`src/rtl/imm_extend_unit.sv`:
```
// Registered immediate generator: SEXT / ZEXT / LUI with one output stage.
// Optional prefix glue when IMM_PREFIX_EN is defined.
//
// Ports:
//   clk, reset (async, active-low), flush (sync, highest priority)
//   in_valid/in_ready, mode, imm_upper, imm_lower  : decode side
//   out_valid/out_ready, imm_out                    : ALU operand side
//   pfx_pending                                     : a prefix is held
module imm_extend_unit #(
    parameter int DATA_W = 16,
    parameter int IMM_W  = 8
) (
    input  logic                 clk,
    input  logic                 reset,
    input  logic                 flush,
    input  logic                 in_valid,
    output logic                 in_ready,
    input  logic [1:0]           mode,
    input  logic [IMM_W/2-1:0]   imm_upper,
    input  logic [IMM_W/2-1:0]   imm_lower,
    output logic                 out_valid,
    input  logic                 out_ready,
    output logic [DATA_W-1:0]    imm_out,
    output logic                 pfx_pending
);

    localparam int P = DATA_W - IMM_W;

    logic [IMM_W-1:0]  imm;
    logic [DATA_W-1:0] sext_v;
    logic [DATA_W-1:0] zext_v;
    logic [DATA_W-1:0] lui_v;
    logic [DATA_W-1:0] res;
    logic              accept;
    logic              produce;

    assign imm      = {imm_upper, imm_lower};
    assign sext_v   = {{P{imm[IMM_W-1]}}, imm};
    assign zext_v   = {{P{1'b0}}, imm};
    assign lui_v    = {imm, {P{1'b0}}};
    assign in_ready = !flush && (!out_valid || out_ready);
    assign accept   = in_valid && in_ready;

`ifdef IMM_PREFIX_EN
    typedef enum logic {IDLE, PFX} state_t;

    state_t       state;
    state_t       nxt_state;
    logic [P-1:0] pfx_q;
    logic         pfx_ld;

    always_ff @(posedge clk or negedge reset) begin
        if (!reset) begin
            state <= IDLE;
            pfx_q <= '0;
        end else begin
            state <= nxt_state;
            if (pfx_ld) pfx_q <= imm[P-1:0];
        end
    end

    assign pfx_pending = (state == PFX);

    always_comb begin
        res       = sext_v;
        produce   = accept;
        nxt_state = state;
        pfx_ld    = 1'b0;
        unique case (mode)
            2'b01:   res = zext_v;
            2'b10:   res = lui_v;
            default: res = sext_v;
        endcase
        // A held prefix supplies the upper bits explicitly for SEXT/ZEXT;
        // LUI ignores it and follows its own placement.
        if (state == PFX && !mode[1]) res = {pfx_q, imm};
        if (accept) begin
            if (mode == 2'b11) begin
                produce   = 1'b0;
                pfx_ld    = 1'b1;
                nxt_state = PFX;
            end else begin
                nxt_state = IDLE;
            end
        end
        if (flush) nxt_state = IDLE;
    end
`else
    assign pfx_pending = 1'b0;

    // mode 11 falls through to SEXT when prefixing is compiled out.
    always_comb begin
        res     = sext_v;
        produce = accept;
        unique case (mode)
            2'b01:   res = zext_v;
            2'b10:   res = lui_v;
            default: res = sext_v;
        endcase
    end
`endif

    always_ff @(posedge clk or negedge reset) begin
        if (!reset) begin
            out_valid <= 1'b0;
            imm_out   <= '0;
        end else if (flush) begin
            out_valid <= 1'b0;
        end else if (produce) begin
            out_valid <= 1'b1;
            imm_out   <= res;
        end else if (out_ready) begin
            out_valid <= 1'b0;
        end
    end

endmodule
```
`config.mk`:
```
export PLATFORM = sky130hd
export DESIGN_NAME = imm_extend_unit
export DESIGN_NICKNAME = d
export VERILOG_FILES = /design/src/rtl/imm_extend_unit.sv
export SDC_FILE = /design/constraint.sdc
export NUM_CORES = 1
export LEC_CHECK = 0
export CAP_MARGIN = 20
export CELL_PAD_IN_SITES_DETAIL_PLACEMENT = 0
export CELL_PAD_IN_SITES_GLOBAL_PLACEMENT = 1
export CORE_ASPECT_RATIO = 0.6
export CORE_MARGIN = 1.5
export CORE_UTILIZATION = 31
export DETAILED_ROUTE_END_ITERATION = 10
export GPL_TIMING_DRIVEN = 0
export PLACE_DENSITY_LB_ADDON = 0.3
export SLEW_MARGIN = 20
export SYNTH_ARGS = -nofsm -noshare
export SYNTH_HDL_FRONTEND = slang
export SYNTH_SLANG_ARGS = --single-unit
export TNS_END_PERCENT = 5
```
`constraint.sdc`:
```
create_clock -name clk -period 1.45 [get_ports clk]
set_input_delay 0.3625 -clock clk [delete_from_list [all_inputs] [get_ports clk]]
set_output_delay 0.3625 -clock clk [all_outputs]
set_load 0.005 [all_outputs]
```
=== After elaboration in Yosys (flattened, before gate mapping) ===
Index checks and enable logic that the tools add are counted.

* Equality and inequality tests: 2
* Mux-type cells: 4
* Bitwise operators: 1
* Reductions and logical operators: 7

{| class="wikitable"
|+ Operators by type and width
! kind !! number
|-
| $pmux W16 S2 || 1
|-
| $mux W1 || 3
|-
| $reduce_bool A3 Y1 || 1
|-
| $eq A2 B1 Y1 const B || 1
|-
| $eq A2 B2 Y1 const B || 1
|-
| $logic_and A1 B1 Y1 || 2
|-
| $logic_not A1 Y1 || 2
|-
| $reduce_and A2 Y1 || 1
|-
| $logic_or A1 B1 Y1 || 1
|-
| $not A1 Y1 || 1
|}

* Flip-flop bits (word level): 17
* Bits of input ports: 15

=== Longest topological paths before layout ===
* Word-level depth: 6
* Gate-level depth with buffers: 6

=== Least setup slack after synthesis ===
No wires, ideal clock.

* Path kind: input-to-reg
* Start point: input port mode[0]
* End point: register imm_out[3]
* Arrival: 1270 ps
* Path slack: 56 ps
* Stages on the path: 6
* Path buffers: 1
* Cell sequence: inv_1 ha_1 or2_2 clkbuf_1 nand2_1 mux2i_1

* Longest elaborated chain between the ends: 2
* Elaborated cells between the ends (all ways): 3
* Classes of those cells: 2 x eq/ne; 1 x mux

{| class="wikitable"
|+ RTL lines
! item !! line !! RTL
|-
| start: declaration || 18 || <nowiki>input logic [1:0] mode,</nowiki>
|-
| $eq A2 B2 Y1 or $eq A2 B1 Y1 (tied branches) || 95 || <nowiki>unique case (mode)</nowiki>
|-
| $pmux W16 S2 (*) || 95 ||
|-
| end signal: assignment || 111 || <nowiki>imm_out <= res;</nowiki>
|-
| end: declaration || 23 || <nowiki>output logic [DATA_W-1:0] imm_out,</nowiki>
|}

Mark *: on every way between the ends. The rest lies on a longest branch, timed or not.
A chain may end at the register's enable or synchronous reset.

=== Worst setup path in the final report ===
* Start point: input port in_valid
* End point: register imm_out[13]

* Longest elaborated chain between the ends: 2

{| class="wikitable"
|+ RTL lines
! item !! line !! RTL
|-
| start: declaration || 16 || <nowiki>input logic in_valid,</nowiki>
|-
| $logic_and A1 B1 Y1 || 42 || <nowiki>assign accept = in_valid && in_ready;</nowiki>
|-
| $reduce_and A2 Y1 (no source line) || n/a ||
|}

No other way between the ends.

==> reports/metrics.cfg <==
[layout]
finalNonFillerCells = 149
regArea_um2 = 425
area_growth_syn_to_layout_pct = 47.3
layout_common_cells = dlygate4sd2_1, inv_1, dfrtp_1
final_nets = 135
multiInputGateArea_um2 = 344
final_common_cell = dlygate4sd2_1
nFillCells = 248
n_antenna_cell = 0
design_area_um2 = 1260
drive_gt1_share_pct = 13.7
finish.utilization_pct = 49.2

[global_route]
antenna_found_initial = 0
grt_pass1_wl_um = 3110
grt_max_degree = 18
grt_pass1_vias = 671
grt_overflow = 0
grt.total_usage_pct = 13.3

[min_path]
min_to = out_valid
whs_path_depth = 2
hold_start = flush
min_path_type = in2reg

[power_and_ir_drop]
irDropWorstVdd_v = 0.000408
power_density_nw_per_um2 = 1050
p_leak_nw = 0.649
total_power_mw = 1.33

[critical_path]
worstRegToRegCells = 5
crit_path_end_kind = flop
crit_required_ns = 1.62
critPathMaxFanout = 10
rrSetupSlack_ns = 0.14
reg2reg_from = out_valid
startpoint_type = primary input
crit_type = in2reg
cp.arrival_ns = 1.55
reg2reg_to = imm_out[13]

[placement]
dp_cells = 147
io_buffers = 32
dp_hpwl_um = 1380
place.gp.congestion = 0.760
place_area_um2 = 1210

[cts]
numClockSinks = 17
post-cts-setup-buffers = 0
clock_path_buffers = 2
cts_buffers = 3
cts_tree = done
clockRootBuffer = clkbuf_8
clk-insertion-delay-late_ns = 0.25
htreeDepth = 1
path_clk_slew_ns = 0.07

[floorplan]
start_util_pct = 33.4
pin_count = 34
die_y_um = 43.7
rows = 14
die_w_um = 70.8
fp.coreArea_um2 = 2560
dieArea_um2 = 3090

[routing]
first_pass_iters = 2
vias = 646
drtIter0Drc = 18
routedWlPerCell_um = 12.1
ant_nets = 0
vias_per_cell = 4.34
drc = 0
wl_um = 1800

[timing]
slew_headroom_pct = 48.4
worstMarginPinSlew_ns = 0.772
clock_skew_ns = 0.000724
fmax_mhz = 725
hold_violations = 0
rsz0062_at_grt = no
drv_slew = 0
setup_violations = 0
fin_crit_sh_pct = 95.1
post-route-min-period_ns = 1.38

[job]
cap_viol_max_count = 0

[yosys]
synth_area_per_cell_um2 = 10.3
synth_cell_types = 18
yosys_register_bits = 17
syn_inst = 83
yosys_warnings = 0
syn_nets = 100
ys_seq_area_share_pct = 49.8
syn_area_um2 = 855

[outcome]
status = complete, no violations

## sequential cells by signal, indices dropped and copies added, names as in the netlist
signal	count
imm_out	16
out_valid	1
## worst max-delay path, stage by stage
cell	delay, ns
clkdlybuf4s50_1	0.47
nor3b_2	0.18
buf_6	0.17
buf_12	0.15
mux2i_1	0.21
## cell usage after synthesis
cell      instances  area (um^2)
ha_1              2         25.0
conb_1            1         3.75
nand2_1           8         30.0
nor3b_2           1         12.5
mux2i_1          16          160
or2_2             1         6.26
dfrtp_1          17          425
a21oi_1           7         35.0
clkbuf_1          2         7.51
nor2b_4           1         13.8
buf_12            1         20.0
o21ai_0           1         5.00
inv_1            18         67.6
and2_1            1         6.26
buf_6             1         11.3
nor2b_1           1         6.26
buf_4             1         7.51
nor2_1            3         11.3
## final cells by class
cell class	count	share of cell area [%]
clock buffers	3	3.28
flip-flops and latches	17	33.8
plain buffers	3	3.08
multi-input cells	43	27.3
inverters	18	5.37
repair buffers	32	23.6
well taps	32	3.18
clock inverters	1	0.398
## power by group
| group | internal, mW | switching, mW |
|---|---|---|
| sequential | 0.565 | 0.0461 |
| clock | 0.190 | 0.161 |
| combinational | 0.208 | 0.157 |
| total | 0.963 | 0.364 |
## kinds of logic (layout without fill, tap and decap cells)
| family | count (synthesis) | in the layout | share of synthesized area (%) |
|---|---|---|---|
| flip-flops | 17 | 17 | 49.8 |
| other | 1 | 1 | 0.439 |
| buffers and inverters | 23 | 57 | 13.3 |
| AO/OA/AOI/OAI | 8 | 8 | 4.68 |
| AND/OR/NAND/NOR | 16 | 16 | 10.1 |
| multiplexers | 16 | 16 | 18.7 |
| adder cells (fa/ha/maj) | 2 | 2 | 2.93 |
## per-stage QoR
stage | worst slack, ns | hold WS (ns) | TNS (ns)
6_report | 0.0705 | 0.454 | 0
5_1_grt | 0.00443 | 0.485 | 0
4_1_cts | 0.0000127 | 0.449 | 0
3_5_place_dp | -0.612 | 0.509 | -9.47
3_3_place_gp | -0.568 | 0.505 | -8.87
2_1_floorplan | 0.0563 | 0.0669 | 0
## worst max path at each step
stage                     startpoint          end  slack (ns)  depth (start not counted)
after detailed placement     mode[0]   imm_out[0]       -0.61                          7
final                       in_valid  imm_out[13]        0.07                          5
after CTS                  out_valid     in_ready     0.00001                          3
after global placement       mode[0]   imm_out[7]       -0.57                          7
after global routing        in_valid  imm_out[13]       0.004                          5
after floorplan              mode[0]   imm_out[3]        0.06                          6
## routing by layer
layer	vias up	GRT usage, %	part of all wire (%)
li1	320	-	-
met1	301	17.4	50
met2	25	21.3	42
met3	0	6.28	8.2
met4	0	1.13	0
met5	-	0	0
## repair_timing
action | in CTS | in global routing
gates resized for setup | 26 | 6
setup endpoints to repair | 33 | 16
hold buffers | 0 | 0
pin swaps | 2 | 0
Note: power is estimated with default switching activity, not from simulation.
